<file path="config.mk">
export PLATFORM = sky130hd
export DESIGN_NAME = clock_disp_scan_flat
export DESIGN_NICKNAME = d
export VERILOG_FILES = /design/src/rtl/clock_disp_scan_if.sv /design/src/rtl/clock_disp_scan.sv /design/src/flat_wrapper.sv
export SDC_FILE = /design/constraint.sdc
export NUM_CORES = 1
export LEC_CHECK = 0
export ABC_AREA = 1
export BUFFER_PORTS_ARGS = -buffer_cell sky130_fd_sc_hd__buf_2
export CAP_MARGIN = 20
export CELL_PAD_IN_SITES_DETAIL_PLACEMENT = 0
export CELL_PAD_IN_SITES_GLOBAL_PLACEMENT = 1
export CORE_ASPECT_RATIO = 0.6
export CORE_MARGIN = 4
export CORE_UTILIZATION = 39
export DETAILED_ROUTE_END_ITERATION = 16
export PLACE_DENSITY_LB_ADDON = 0.1
export SETUP_SLACK_MARGIN = 0.3
export SLEW_MARGIN = 20
export SYNTH_ARGS = -nofsm -noshare
export SYNTH_HDL_FRONTEND = slang
export SYNTH_SLANG_ARGS = --single-unit
</file>
<file path="constraint.sdc">
create_clock -name clk -period 2.18 [get_ports clk]
set_input_delay 0.436 -clock clk [delete_from_list [all_inputs] [get_ports clk]]
set_output_delay 0.436 -clock clk [all_outputs]
set_load 0.02 [all_outputs]
</file>
<file path="src/rtl/clock_disp_scan_if.sv">
// Signal bundle between the time-of-day source and the 7-segment scan driver.
// The master side supplies time and enable; the slave side drives the display.
interface clock_disp_scan_if;
    logic [6:0] second;
    logic [6:0] minute;
    logic [6:0] hour;
    logic       disp_en;
    logic [5:0] an;
    logic [6:0] seg;
    logic       dp;
    logic       frame_done;
    logic       range_err;

    modport master (
        output second, minute, hour, disp_en,
        input  an, seg, dp, frame_done, range_err
    );

    modport slave (
        input  second, minute, hour, disp_en,
        output an, seg, dp, frame_done, range_err
    );
endinterface

</file>
<file path="src/rtl/clock_disp_scan.sv">
// 6-digit multiplexed common-anode display driver (HH.MM.SS).
// The time is snapshotted once per scan frame so a frame never mixes two times;
// each slot starts with a short all-anodes-off window to suppress ghosting.
module clock_disp_scan #(
    parameter int SCAN_DIV   = 100000,
    parameter int BLANK_CYC  = 1000,
    parameter int BLANK_LEAD = 1,
    parameter int DP_BLINK   = 1
) (
    input  logic               clk,
    input  logic               rst,
    clock_disp_scan_if.slave   bus
);

    localparam int             CW       = $clog2(SCAN_DIV);
    localparam logic [CW-1:0]  DIV_LAST = CW'(SCAN_DIV - 1);
    localparam logic [CW-1:0]  BLANK_V  = CW'(BLANK_CYC);

    logic [CW-1:0] div_cnt;
    logic [2:0]    idx;
    logic [6:0]    snap_sec;
    logic [6:0]    snap_min;
    logic [6:0]    snap_hr;
    logic          tick;

    logic          sec_bad;
    logic          min_bad;
    logic          hr_bad;
    logic [7:0]    sec_bcd;
    logic [7:0]    min_bcd;
    logic [7:0]    hr_bcd;

    logic [3:0]    digit;
    logic          digit_bad;
    logic [5:0]    an_d;
    logic [6:0]    seg_d;
    logic          dp_d;

    logic [5:0]    an_q;
    logic [6:0]    seg_q;
    logic          dp_q;
    logic          frame_done_q;
    logic          range_err_q;

    // Two-digit BCD of a value 0..59 using a compare chain for the tens digit.
    function automatic logic [7:0] to_bcd(input logic [6:0] v);
        logic [3:0] t;
        if      (v >= 7'd50) t = 4'd5;
        else if (v >= 7'd40) t = 4'd4;
        else if (v >= 7'd30) t = 4'd3;
        else if (v >= 7'd20) t = 4'd2;
        else if (v >= 7'd10) t = 4'd1;
        else                 t = 4'd0;
        return {t, 4'(v - 7'(t) * 7'd10)};
    endfunction

    // Active-low {g,f,e,d,c,b,a} pattern for a decimal digit.
    function automatic logic [6:0] enc7(input logic [3:0] d);
        case (d)
            4'd0:    return 7'h40;
            4'd1:    return 7'h79;
            4'd2:    return 7'h24;
            4'd3:    return 7'h30;
            4'd4:    return 7'h19;
            4'd5:    return 7'h12;
            4'd6:    return 7'h02;
            4'd7:    return 7'h78;
            4'd8:    return 7'h00;
            4'd9:    return 7'h10;
            default: return 7'h7F;
        endcase
    endfunction

    assign tick    = (div_cnt == DIV_LAST);
    assign sec_bad = (snap_sec > 7'd59);
    assign min_bad = (snap_min > 7'd59);
    assign hr_bad  = (snap_hr  > 7'd23);
    assign sec_bcd = to_bcd(snap_sec);
    assign min_bcd = to_bcd(snap_min);
    assign hr_bcd  = to_bcd(snap_hr);

    // Slot divider, digit index and once-per-frame snapshot of the time inputs.
    always_ff @(posedge clk or negedge rst) begin
        if (!rst) begin
            div_cnt      <= '0;
            idx          <= 3'd0;
            snap_sec     <= 7'd0;
            snap_min     <= 7'd0;
            snap_hr      <= 7'd0;
            frame_done_q <= 1'b0;
            range_err_q  <= 1'b0;
        end else begin
            frame_done_q <= 1'b0;
            if (tick) begin
                div_cnt <= '0;
                if (idx == 3'd5) begin
                    idx          <= 3'd0;
                    snap_sec     <= bus.second;
                    snap_min     <= bus.minute;
                    snap_hr      <= bus.hour;
                    range_err_q  <= (bus.second > 7'd59) | (bus.minute > 7'd59) |
                                    (bus.hour > 7'd23);
                    frame_done_q <= 1'b1;
                end else begin
                    idx <= idx + 3'd1;
                end
            end else begin
                div_cnt <= div_cnt + 1'b1;
            end
        end
    end

    // Select the current digit, encode it and decide anode/dp for this cycle.
    always_comb begin
        digit     = 4'd0;
        digit_bad = 1'b0;
        case (idx)
            3'd0: begin digit = sec_bcd[3:0]; digit_bad = sec_bad; end
            3'd1: begin digit = sec_bcd[7:4]; digit_bad = sec_bad; end
            3'd2: begin digit = min_bcd[3:0]; digit_bad = min_bad; end
            3'd3: begin digit = min_bcd[7:4]; digit_bad = min_bad; end
            3'd4: begin digit = hr_bcd[3:0];  digit_bad = hr_bad;  end
            3'd5: begin digit = hr_bcd[7:4];  digit_bad = hr_bad;  end
            default: begin digit = 4'd0; digit_bad = 1'b0; end
        endcase

        seg_d = digit_bad ? 7'h3F : enc7(digit);
        if ((idx == 3'd5) && (BLANK_LEAD != 0) && !hr_bad && (hr_bcd[7:4] == 4'd0))
            seg_d = 7'h7F;

        dp_d = ~(((idx == 3'd2) || (idx == 3'd4)) && ((DP_BLINK == 0) || !snap_sec[0]));

        an_d = 6'h3F;
        if (bus.disp_en && (div_cnt >= BLANK_V))
            an_d = ~(6'(1) << idx);

        if (!bus.disp_en) begin
            seg_d = 7'h7F;
            dp_d  = 1'b1;
        end
    end

    // Register the display drive so pins change cleanly once per clock.
    always_ff @(posedge clk or negedge rst) begin
        if (!rst) begin
            an_q  <= 6'h3F;
            seg_q <= 7'h7F;
            dp_q  <= 1'b1;
        end else begin
            an_q  <= an_d;
            seg_q <= seg_d;
            dp_q  <= dp_d;
        end
    end

    assign bus.an         = an_q;
    assign bus.seg        = seg_q;
    assign bus.dp         = dp_q;
    assign bus.frame_done = frame_done_q;
    assign bus.range_err  = range_err_q;

endmodule

</file>
<file path="src/flat_wrapper.sv">
// flat-port wrapper written by rule: the top's interface ports become plain ports
module clock_disp_scan_flat 
#(
    parameter int SCAN_DIV   = 100000,
    parameter int BLANK_CYC  = 1000,
    parameter int BLANK_LEAD = 1,
    parameter int DP_BLINK   = 1
)
  (clk, rst, bus_second, bus_minute, bus_hour, bus_disp_en, bus_an, bus_seg, bus_dp, bus_frame_done, bus_range_err);
  clock_disp_scan_if bus_i ();
  input  logic clk;
  input  logic rst;
  input wire logic [$bits(bus_i.second)-1:0] bus_second;
  input wire logic [$bits(bus_i.minute)-1:0] bus_minute;
  input wire logic [$bits(bus_i.hour)-1:0] bus_hour;
  input wire logic [$bits(bus_i.disp_en)-1:0] bus_disp_en;
  output wire logic [$bits(bus_i.an)-1:0] bus_an;
  output wire logic [$bits(bus_i.seg)-1:0] bus_seg;
  output wire logic [$bits(bus_i.dp)-1:0] bus_dp;
  output wire logic [$bits(bus_i.frame_done)-1:0] bus_frame_done;
  output wire logic [$bits(bus_i.range_err)-1:0] bus_range_err;
  assign bus_i.second = bus_second;
  assign bus_i.minute = bus_minute;
  assign bus_i.hour = bus_hour;
  assign bus_i.disp_en = bus_disp_en;
  assign bus_an = bus_i.an;
  assign bus_seg = bus_i.seg;
  assign bus_dp = bus_i.dp;
  assign bus_frame_done = bus_i.frame_done;
  assign bus_range_err = bus_i.range_err;
  clock_disp_scan #(.SCAN_DIV(SCAN_DIV), .BLANK_CYC(BLANK_CYC), .BLANK_LEAD(BLANK_LEAD), .DP_BLINK(DP_BLINK)) u_core (.clk(clk), .rst(rst), .bus(bus_i));
endmodule
</file>
==> impl_metrics.sql, run 1 <==
INSERT INTO impl_metrics (metric_group, metric, value, unit) VALUES
('run_status', 'outcome', 'finished with violations', ''),
('run_status', 'violations', 'setup timing', ''),
('critical_path', 'critical_path.reg2reg.startpoint', 'u_core.snap_hr[3]', ''),
('critical_path', 'crit_arrival', '2850', 'ps'),
('global_routing', 'grt_antenna_before_repair', '0', ''),
('synth', 'ys_top_cells_by_area', 'dfrtp_1, nand2_1, dfstp_2', ''),
('layout', 'num_antenna_cells', '0', ''),
('synth', 'post_synth_most_frequent_cells', 'nand2_1, inv_1, dfrtp_1, nor2_1, o21ai_1', ''),
('critical_path', 'crit_path_frequent_cell', 'nand2_1', ''),
('critical_path', 'cp-start-kind', 'flip-flop', ''),
('synth', 'synth_cell_types', '40', ''),
('detailed_routing', 'final_antenna_net_count', '0', ''),
('sta', 'timing.clock.skew', '5.61', 'ps'),
('sta', 'timing_worst_slew_pin_value', '580', 'ps'),
('layout', 'final_cells', '686', ''),
('synth', 'netlist_instances', '457', ''),
('global_routing', 'maximum_number_of_pins_on_one_net_before_global_route_repair', '40', ''),
('critical_path', 'worst-r2r-setup-slack', '-420', 'ps'),
('critical_path', 'worst-setup-path-type', 'reg2reg', ''),
('sta', 'final_cycle_share', '119', '%'),
('layout', 'final_layout_size_suffix_gt1_share', '32.9', '%'),
('synth', 'yosysMostFrequentCell', 'nand2_1', ''),
('clock_tree', 'clk_pin_slew_worst_paths', '50', 'ps'),
('global_routing', 'overflow', '0', ''),
('sta', 'final_max_slew_viol_count', '0', ''),
('clock_tree', 'htree_levels', '3', ''),
('global_routing', 'grt_pass1_wl', '14200', 'um'),
('placement', 'place_congestion', '0.812', ''),
('critical_path', 'critical_path_required', '2440', 'ps'),
('synth', 'mappedNetlistArea', '3440', 'um2'),
('detailed_routing', 'drc_errors', '0', ''),
('global_routing', 'global_route.usage.total', '18.1', '%'),
('floorplan', 'die-area', '10400', 'um2'),
('placement', 'portBuffers', '39', ''),
('power_and_ir_drop', 'p_per_area', '565', 'nW/um2'),
('detailed_routing', 'vias_per_cell', '4.49', ''),
('floorplan', 'coreArea', '8560', 'um2'),
('sta', 'worst_slack', '-415', 'ps'),
('clock_tree', 'tritoncts', 'done', ''),
('synth', 'ys_ff_latch', '57', ''),
('detailed_routing', 'vias', '3080', ''),
('detailed_routing', 'drt_iter0_markers', '162', ''),
('critical_path', 'max_stage_delay', '480', 'ps'),
('sta', 'final_hold_viol_count', '0', ''),
('flow_run', 'cap_violations', '0', ''),
('synth', 'ys.flop_type', 'dfrtp_1', ''),
('critical_path', 'rr_worst_depth', '18', ''),
('sta', 'finalSetupViolations', '7', ''),
('layout', 'syn_to_final_growth', '35.0', '%'),
('placement', 'dp.final_hpwl', '6620', 'um'),
('synth', 'synthDominantAreaCellType', 'dfrtp_1', ''),
('floorplan', 'core.rowCount', '26', ''),
('sta', 'grt_setup_unrepaired', 'yes', ''),
('power_and_ir_drop', 'post-layout-total-power', '2.62', 'mW'),
('critical_path', 'worst_path_maximum_fanout', '6', ''),
('synth', 'synth_seq_area_share', '42.0', '%'),
('detailed_routing', 'drt_pass1_iterations', '4', ''),
('floorplan', 'dieHeight', '80.7', 'um'),
('floorplan', 'ioPinCount', '40', ''),
('global_routing', 'via_count_of_the_first_global_routing_pass', '2845', ''),
('detailed_routing', 'wire_per_inst', '12.5', 'um'),
('power_and_ir_drop', 'worst_ir_drop_on_vdd', '0.000325', 'V'),
('clock_tree', 'clock_sink_count', '57', ''),
('synth', 'yosysTopAreaCellShare', '31.3', '%'),
('synth', 'yosysWarningCount', '0', ''),
('min_path', 'timing.hold.worst.class', 'in2async', ''),
('sta', 'period_needed', '2600', 'ps'),
('critical_path', 'cp-end-kind', 'flip-flop', ''),
('detailed_routing', 'route.final.wire_length', '8580', 'um'),
('sta', 'maxSlewHeadroom', '61.3', '%'),
('floorplan', 'die_w', '129', 'um');
[metrics by stage]
stage | setup TNS (ps) | instance area (um2) | hold slack, ps | setup WS, ps
floorplan | -1050 | 3440 | 140 | -178
global placement | -2180 | 4150 | 473 | -343
detailed placement | -2590 | 4150 | 473 | -402
CTS | -2390 | 4520 | 117 | -360
global route | -4300 | 4640 | 150 | -657
finish | -2790 | 4640 | 103 | -415
[placed cells by master (no fill, tap or decap), types with 3 or more instances in the layout]
cell type,Yosys,final
nand4_1,7,7
nor2_4,3,5
nand3_1,18,17
fa_1,3,3
nand2_2,4,12
buf_4,1,65
nor2_2,4,8
dfrtp_1,43,42
nor3_1,7,6
xor2_1,9,9
a31oi_1,3,3
a21oi_1,11,11
nand2_1,133,125
clkbuf_8,0,4
clkbuf_16,0,9
dfstp_2,14,14
inv_2,12,15
ha_1,11,10
o21ai_0,10,9
nor2_1,33,27
buf_2,2,39
inv_1,81,77
mux2i_1,3,3
o21ai_1,22,22
[layout make-up]
type | instances | area (um2) | area share, %
multi-input cells | 302 | 1690 | 36.3
flip-flops and latches | 57 | 1450 | 31.1
repair buffers | 106 | 723 | 15.6
inverters | 93 | 352 | 7.58
clock buffers | 14 | 284 | 6.12
well taps | 112 | 140 | 3.02
clock inverters | 2 | 10.0 | 0.216
[timing repair]
item	4_1_cts	5_1_grt
gates resized for setup	15	15
buffers inserted	4	10
setup endpoints to repair	8	23
pin swaps	7	17
[flip-flops by register name, summed over array words and instances, names as in the netlist]
register               count
u_core.div_cnt            17
u_core.bus.seg             7
u_core.snap_hr             7
u_core.snap_min            7
u_core.snap_sec            7
u_core.bus.an              6
u_core.idx                 3
u_core.bus.dp              1
u_core.bus.frame_done      1
u_core.bus.range_err       1
[how the worst max path moves through the flow]
stage / from / to / slack (ps) / cells after the start
floorplan: u_core.snap_hr[6] / u_core.bus.seg[6] / -180 / 22
global placement: u_core.snap_min[5] / u_core.bus.seg[6] / -340 / 22
detailed placement: u_core.snap_min[6] / u_core.bus.seg[1] / -400 / 18
CTS: u_core.snap_min[5] / u_core.bus.seg[0] / -360 / 18
global route: u_core.snap_hr[5] / u_core.bus.seg[6] / -660 / 22
finish: u_core.snap_hr[3] / u_core.bus.seg[0] / -420 / 18
[critical path, delay by kind of cell, from the launching register on]
family / cells / cell delay, ps
AND/OR/NAND/NOR: 11 / 950
buffers and inverters: 4 / 330
flip-flops: 1 / 410
AO/OA/AOI/OAI: 1 / 210
adder cells (fa/ha/maj): 2 / 610
[logic make-up after synthesis]
logic type               count (synthesis)  synth area share [%]
XOR/XNOR                                 9                  2.29
AO/OA/AOI/OAI                           56                  9.29
adder cells (fa/ha/maj)                 14                  5.75
multiplexers                             3                 0.874
flip-flops                              57                  42.0
AND/OR/NAND/NOR                        220                  28.4
buffers and inverters                   98                  11.3
[layer usage]
| layer | track usage, % | wire (um) |
|---|---|---|
| met5 | 0 | 0 |
| met4 | 6.60 | 140 |
| met3 | 4.85 | 422 |
| met2 | 22.7 | 3070 |
| met1 | 28.7 | 4940 |
[where the power goes]
group / switching [mW] / internal, mW / leakage, nW
registers: 0.00534 / 1.08 / 0.725
clock network: 0.472 / 0.887 / 0.149
logic: 0.105 / 0.0664 / 1.80
Note: power is estimated with default switching activity, not from simulation.
==> run 2: changes to the inputs <==
Settings changed: CTS_BUF_LIST from default to sky130_fd_sc_hd__clkbuf_16.
==> run 2 against run 1 <==
Net effect: the flow still finishes with violations (setup timing); global-route usage decreased by 0.18 points; critical path depth unchanged; core utilization increased by 0.31 points; sequential share of layout area decreased by 0.18 points; sequential power about the same; hold slack improved by 4.1 ps; clock power decreased by 11%; non-clock buffer count increased by 1; sequential cell count unchanged; final area increased by 0.57%; register-to-register slack got worse by 50 ps; critical endpoint unchanged; largest cell class unchanged.
==> impl_metrics.sql, run 2 (same netlist as run 1, synthesis figures left out) <==
INSERT INTO impl_metrics (metric_group, metric, value, unit) VALUES
('run_status', 'outcome', 'finished with violations', ''),
('run_status', 'violations', 'setup timing', ''),
('clock_tree', 'htree_levels', '3', ''),
('detailed_routing', 'route.met3.wl', '507', 'um'),
('detailed_routing', 'met2_length', '3160', 'um'),
('layout', 'final_common_cell', 'nand2_1', ''),
('clock_tree', 'cts.hold.buffers_added', '0', ''),
('critical_path', 'cp-start-kind', 'flip-flop', ''),
('detailed_routing', 'final_antenna_net_count', '0', ''),
('sta', 'worst_slack', '-464', 'ps'),
('min_path', 'timing.hold.worst.class', 'in2async', ''),
('power_and_ir_drop', 'proportion_of_power_drawn_by_the_clock_network', '48.8', '%'),
('global_routing', 'maximum_number_of_pins_on_one_net_before_global_route_repair', '40', ''),
('layout', 'post_route_standard_cell_area_excluding_fillers', '4670', 'um2'),
('sta', 'final_cycle_share', '121', '%'),
('detailed_routing', 'vias_per_cell', '4.51', ''),
('detailed_routing', 'drt_iter0_markers', '169', ''),
('floorplan', 'core.rowCount', '26', ''),
('power_and_ir_drop', 'p_per_area', '531', 'nW/um2'),
('detailed_routing', 'drc_errors', '0', ''),
('layout', 'filler_cells', '856', ''),
('sta', 'fin_setup_tns', '-3130', 'ps'),
('sta', 'finalSetupViolations', '7', ''),
('floorplan', 'die_w', '129', 'um'),
('sta', 'final_max_slew_viol_count', '0', ''),
('sta', 'period_needed', '2640', 'ps'),
('layout', 'final_layout_size_suffix_gt1_share', '33.6', '%'),
('layout', 'num_antenna_cells', '0', ''),
('floorplan', 'coreArea', '8560', 'um2'),
('power_and_ir_drop', 'worst_ir_drop_on_vdd', '0.000315', 'V'),
('detailed_routing', 'vias', '3097', ''),
('global_routing', 'grt_pass1_wl', '14100', 'um'),
('power_and_ir_drop', 'power.combinational.fraction', '7.3', '%'),
('placement', 'portBuffers', '39', ''),
('clock_tree', 'cts_root_buffer', 'clkbuf_16', ''),
('global_routing', 'global_route.usage.total', '17.9', '%'),
('layout', 'largest_register', 'u_core.div_cnt', ''),
('detailed_routing', 'met1Wirelength', '4840', 'um'),
('sta', 'grt_setup_unrepaired', 'yes', ''),
('critical_path', 'critical_path_required', '2440', 'ps'),
('flow_run', 'cap_violations', '0', ''),
('global_routing', 'via_count_of_the_first_global_routing_pass', '2809', ''),
('placement', 'dp.final_hpwl', '6620', 'um'),
('detailed_routing', 'route.final.wire_length', '8650', 'um'),
('floorplan', 'ioPinCount', '40', ''),
('sta', 'maxSlewHeadroom', '60.6', '%'),
('clock_tree', 'numCtsBuffers', '9', ''),
('layout', 'finish.net_count', '608', ''),
('detailed_routing', 'drt_pass1_iterations', '4', ''),
('floorplan', 'dieHeight', '80.7', 'um'),
('layout', 'syn_to_final_growth', '35.8', '%'),
('clock_tree', 'tritoncts', 'done', ''),
('power_and_ir_drop', 'power_leakage', '2.68', 'nW'),
('sta', 'max_freq', '378', 'MHz'),
('placement', 'place_congestion', '0.812', ''),
('global_routing', 'grt_antenna_before_repair', '0', ''),
('detailed_routing', 'highest_metal_layer_used_by_the_detailed_router', 'met4', ''),
('sta', 'final_hold_viol_count', '0', ''),
('power_and_ir_drop', 'internal-power', '1.90', 'mW'),
('clock_tree', 'clock_tree_buf_depth', '2', ''),
('layout', 'largest_register_ffs', '17', ''),
('placement', 'post_dp_cell_area', '4150', 'um2'),
('power_and_ir_drop', 'switchingPower', '584', 'uW'),
('layout', 'most-common-layout-cells', 'nand2_1, inv_1, buf_4', ''),
('clock_tree', 'clk_pin_slew_worst_paths', '50', 'ps'),
('critical_path', 'worst_path_maximum_fanout', '6', ''),
('floorplan', 'initial_utilization', '40.2', '%'),
('critical_path', 'cp-end-kind', 'flip-flop', ''),
('critical_path', 'crit_arrival', '2900', 'ps'),
('floorplan', 'die-area', '10400', 'um2'),
('clock_tree', 'clock_sink_count', '57', ''),
('sta', 'timing.clock.skew', '6.41', 'ps'),
('sta', 'fin_worst_hold_slack', '107', 'ps'),
('global_routing', 'overflow', '0', ''),
('power_and_ir_drop', 'sw_frac_of_total', '23.6', '%'),
('clock_tree', 'clk_latency', '330', 'ps'),
('detailed_routing', 'wire_per_inst', '12.6', 'um'),
('critical_path', 'worst-setup-path-type', 'reg2reg', ''),
('sta', 'timing_worst_slew_pin_value', '591', 'ps'),
('power_and_ir_drop', 'power.share.sequential', '43.9', '%');
run 2: power by group through the flow:
stage | registers, mW | clock network [mW] | logic (mW)
2_1_floorplan | 1.12 | 0 | 0.0628
3_3_place_gp | 1.10 | 0 | 0.167
3_5_place_dp | 1.11 | 0 | 0.169
4_1_cts | 1.09 | 1.24 | 0.174
5_1_grt | 1.09 | 1.29 | 0.206
6_report | 1.09 | 1.21 | 0.181
run 2: path summary, 6_finish.rpt:
path                                   start            endpoint  slack (ps)  cells past startpoint
max                        u_core.snap_hr[3]   u_core.bus.seg[0]        -460                     18
min                                      rst  u_core.snap_sec[1]         110                      1
max reg2reg                u_core.snap_hr[3]   u_core.bus.seg[0]        -460                     18
min reg2reg                u_core.snap_hr[0]   u_core.snap_hr[0]         500                      2
max in group asynchronous                rst    u_core.bus.an[5]        1420                      2
min in group clk                 bus_disp_en       u_core.bus.dp         300                      2
run 2: timing repair:
item | 4_1_cts | 5_1_grt
cloned | 0 | 0
setup buffers | 4 | 11
pin swaps | 7 | 18
gates resized for setup | 15 | 29
setup endpoints to repair | 8 | 24
run 2: worst max-delay path: stages, from the launching register on:
cell	delay [ps]
dfrtp_1	400
inv_2	70
buf_4	130
buf_4	120
nand3_1	80
nand2_1	90
nand2_1	100
nand2_2	80
ha_4	170
inv_2	50
fa_2	410
nand2_1	70
nand2_1	60
nor2_2	140
nand3b_4	120
nand2_8	100
nand2_4	80
a21oi_4	200
nand2_1	90
run 2: per-layer routing:
metal	vias up	track usage [%]
li1	1648	-
met1	1372	28.5
met2	64	22.3
met3	13	4.85
met4	0	6.60
met5	-	0
run 2: cell type report:
type	instances	area [um2]	area share (%)
clock buffer	9	225	4.83
clock inverter	7	28.8	0.617
inverter	93	354	7.59
multi-input combinational	302	1740	37.2
sequential	57	1450	31.0
tap	112	140	3.00
timing repair buffer	107	734	15.7
run 2: per-stage QoR:
stage,setup WS (ps),cells,util [%],power (mW)
2_1_floorplan,-178,457,-,1.19
3_3_place_gp,-343,656,48.6,1.27
3_5_place_dp,-402,656,48.6,1.27
4_1_cts,-361,676,52.3,2.50
5_1_grt,-655,687,54.5,2.59
6_report,-464,687,54.5,2.48
==> run 3: changes to the inputs <==
Settings changed: PLACE_DENSITY_LB_ADDON 0.1 to 0.08.
==> run 3 against run 2 <==
Net effect: the run still ends with setup timing left; via count increased by 1.9%; fmax is 1.7% higher; global-route usage down 0.29 points; non-clock buffer count is 9 higher; critical endpoint is now u_core.bus.seg[4].
==> impl_metrics.sql, run 3 (same netlist as run 1, synthesis figures left out) <==
INSERT INTO impl_metrics (metric_group, metric, value, unit) VALUES
('run_status', 'outcome', 'finished with violations', ''),
('run_status', 'violations', 'setup timing', ''),
('sta', 'fin_setup_tns', '-2800', 'ps'),
('detailed_routing', 'vias_per_cell', '4.53', ''),
('detailed_routing', 'wire_per_inst', '12.6', 'um'),
('layout', 'largest_register_ffs', '17', ''),
('global_routing', 'via_count_of_the_first_global_routing_pass', '2925', ''),
('power_and_ir_drop', 'sw_frac_of_total', '21.8', '%'),
('layout', 'num_antenna_cells', '0', ''),
('power_and_ir_drop', 'switchingPower', '598', 'uW'),
('critical_path', 'worst-setup-path-type', 'reg2reg', ''),
('sta', 'grt_setup_unrepaired', 'yes', ''),
('clock_tree', 'clock_tree_buf_depth', '2', ''),
('clock_tree', 'tritoncts', 'done', ''),
('clock_tree', 'cts_root_buffer', 'clkbuf_16', ''),
('power_and_ir_drop', 'proportion_of_power_drawn_by_the_clock_network', '53.5', '%'),
('layout', 'final_common_cell', 'nand2_1', ''),
('floorplan', 'coreArea', '8560', 'um2'),
('layout', 'post_route_standard_cell_area_excluding_fillers', '4880', 'um2'),
('global_routing', 'maximum_number_of_pins_on_one_net_before_global_route_repair', '40', ''),
('clock_tree', 'numCtsBuffers', '9', ''),
('power_and_ir_drop', 'p_per_area', '562', 'nW/um2'),
('layout', 'postLayoutCoreUtil', '57.0', '%'),
('detailed_routing', 'final_antenna_net_count', '0', ''),
('sta', 'final_cycle_share', '119', '%'),
('critical_path', 'top_delay_family_on_crit_path', 'simple AND/OR/NAND/NOR gates', ''),
('global_routing', 'overflow', '0', ''),
('power_and_ir_drop', 'worst_ir_drop_on_vdd', '0.000394', 'V'),
('floorplan', 'ioPinCount', '40', ''),
('layout', 'final_layout_size_suffix_gt1_share', '39.7', '%'),
('critical_path', 'critical_path.reg2reg.startpoint', 'u_core.snap_hr[5]', ''),
('clock_tree', 'clk_latency', '330', 'ps'),
('layout', 'filler_cells', '799', ''),
('power_and_ir_drop', 'internal-power', '2.14', 'mW'),
('placement', 'place_congestion', '0.859', ''),
('layout', 'largest_register', 'u_core.div_cnt', ''),
('floorplan', 'die-area', '10400', 'um2'),
('floorplan', 'initial_utilization', '40.2', '%'),
('min_path', 'timing.hold.worst.class', 'in2async', ''),
('placement', 'portBuffers', '39', ''),
('clock_tree', 'clk_pin_slew_worst_paths', '50', 'ps'),
('critical_path', 'worst_path_maximum_fanout', '6', ''),
('sta', 'worst_slack', '-420', 'ps'),
('sta', 'maxSlewHeadroom', '61.1', '%'),
('detailed_routing', 'drt_iter0_markers', '155', ''),
('layout', 'finish.net_count', '617', ''),
('sta', 'finalSetupViolations', '7', ''),
('sta', 'final_max_slew_viol_count', '0', ''),
('floorplan', 'die_w', '129', 'um'),
('critical_path', 'max_stage_delay', '560', 'ps'),
('sta', 'final_hold_viol_count', '0', ''),
('clock_tree', 'htree_levels', '3', ''),
('critical_path', 'critical_path_required', '2450', 'ps'),
('critical_path', 'crit_path_frequent_cell', 'nand2_1', ''),
('critical_path', 'timing.critical_path.slowest_stage_cell', 'fa_2', ''),
('flow_run', 'cap_violations', '0', ''),
('floorplan', 'dieHeight', '80.7', 'um'),
('critical_path', 'crit_arrival', '2870', 'ps'),
('critical_path', 'critical_path.startpoint', 'u_core.snap_hr[5]', ''),
('layout', 'most-common-layout-cells', 'nand2_1, buf_4, inv_1', ''),
('placement', 'dp.final_hpwl', '6630', 'um'),
('critical_path', 'worstPathBufferInverterCount', '1', ''),
('global_routing', 'grt_antenna_before_repair', '0', ''),
('critical_path', 'cp-start-kind', 'flip-flop', ''),
('global_routing', 'grt_pass1_wl', '14100', 'um'),
('power_and_ir_drop', 'power.combinational.fraction', '6.8', '%'),
('detailed_routing', 'route.final.wire_length', '8780', 'um'),
('power_and_ir_drop', 'power.share.sequential', '39.7', '%'),
('global_routing', 'global_route.usage.total', '17.6', '%'),
('clock_tree', 'clock_sink_count', '57', ''),
('sta', 'max_freq', '385', 'MHz'),
('layout', 'syn_to_final_growth', '41.9', '%'),
('sta', 'period_needed', '2600', 'ps'),
('placement', 'post_dp_cell_area', '4130', 'um2'),
('floorplan', 'core.rowCount', '26', ''),
('detailed_routing', 'vias', '3156', ''),
('sta', 'timing_worst_slew_pin_value', '581', 'ps'),
('power_and_ir_drop', 'power_leakage', '2.78', 'nW'),
('sta', 'timing.clock.skew', '6.61', 'ps'),
('detailed_routing', 'drc_errors', '0', ''),
('critical_path', 'timing.critical_path.cells', 'nor2_2, nand2_2, nor2_2, nand2_1, nand2_1, nand2_1, nand2_2, ha_4, inv_2, fa_2, nand2_2, nand2_2, nor2_4, nand3b_4, nand2_4, or2_1, nand2_1, nand2_1, nand2_1', ''),
('critical_path', 'cp-end-kind', 'flip-flop', ''),
('detailed_routing', 'drt_pass1_iterations', '4', '');
-- run 3: cell count changes in the layout (fill, tap and decap cells not counted), sizes merged --
| cell | previous run | this run |
|---|---|---|
| buf | 107 | 116 |
| bufinv | 0 | 2 |
| clkinv | 6 | 4 |
| clkinvlp | 0 | 1 |
| inv | 94 | 93 |
-- run 3: metrics by stage --
stage               hold slack [ps]  setup WS [ps]  power (mW)  instances
finish                         39.0           -420        2.74        696
global route                   48.2           -570        2.85        696
CTS                            38.0           -360        2.76        686
detailed placement              390           -410        1.27        656
global placement                386           -359        1.27        656
floorplan                       140           -178        1.19        457
-- run 3: final timing paths --
check / endpoint / slack [ps] / cells past startpoint
max in group asynchronous: u_core.snap_min[3] / 1470 / 2
worst max-delay path: u_core.bus.seg[4] / -420 / 19
worst min-delay path: u_core.div_cnt[2] / 40 / 1
worst max register to register: u_core.bus.seg[4] / -420 / 19
min in group clk: u_core.snap_min[1] / 320 / 3
worst min register to register: u_core.bus.range_err / 510 / 2
-- run 3: final cells by class --
cell class	count	area (um2)	share of cell area, %
multi-input combinational	302	1840	37.6
sequential	57	1450	29.7
timing repair buffer	116	790	16.2
inverter	93	354	7.26
clock buffer	9	225	4.62
tap	112	140	2.87
clock inverter	7	85.1	1.74
-- run 3: what timing repair did --
item                       in CTS  in global routing
resized for setup              21                 57
setup buffers                  14                 10
setup endpoints to repair      29                 35
hold buffers                    0                  0
pin swaps                       4                 34
-- run 3: power by group through the flow --
stage                     clock (mW)  combinational, mW  sequential, mW
after global placement             0              0.164            1.11
after global routing            1.55              0.210            1.09
after floorplan                    0             0.0628            1.12
final                           1.47              0.187            1.09
after CTS                       1.50              0.172            1.09
after detailed placement           0              0.165            1.11
-- run 3: layer usage --
metal	global-route usage, %	vias to the layer above	routed length, um
li1	-	1661	-
met1	27.6	1416	4770
met2	22.7	72	3370
met3	5.25	7	535
met4	5.03	0	96
met5	0	-	0
-- run 3: worst register-to-register path, cell delays in order, from the launching register on --
cell      delay (ps)
dfrtp_1          400
nor2_2           150
nand2_2           90
nor2_2           130
nand2_1           60
nand2_1           80
nand2_1           70
nand2_2           90
ha_4             130
inv_2             40
fa_2             560
nand2_2           50
nand2_2           70
nor2_4            40
nand3b_4          80
nand2_4           90
or2_1            220
nand2_1           80
nand2_1           50
nand2_1           50
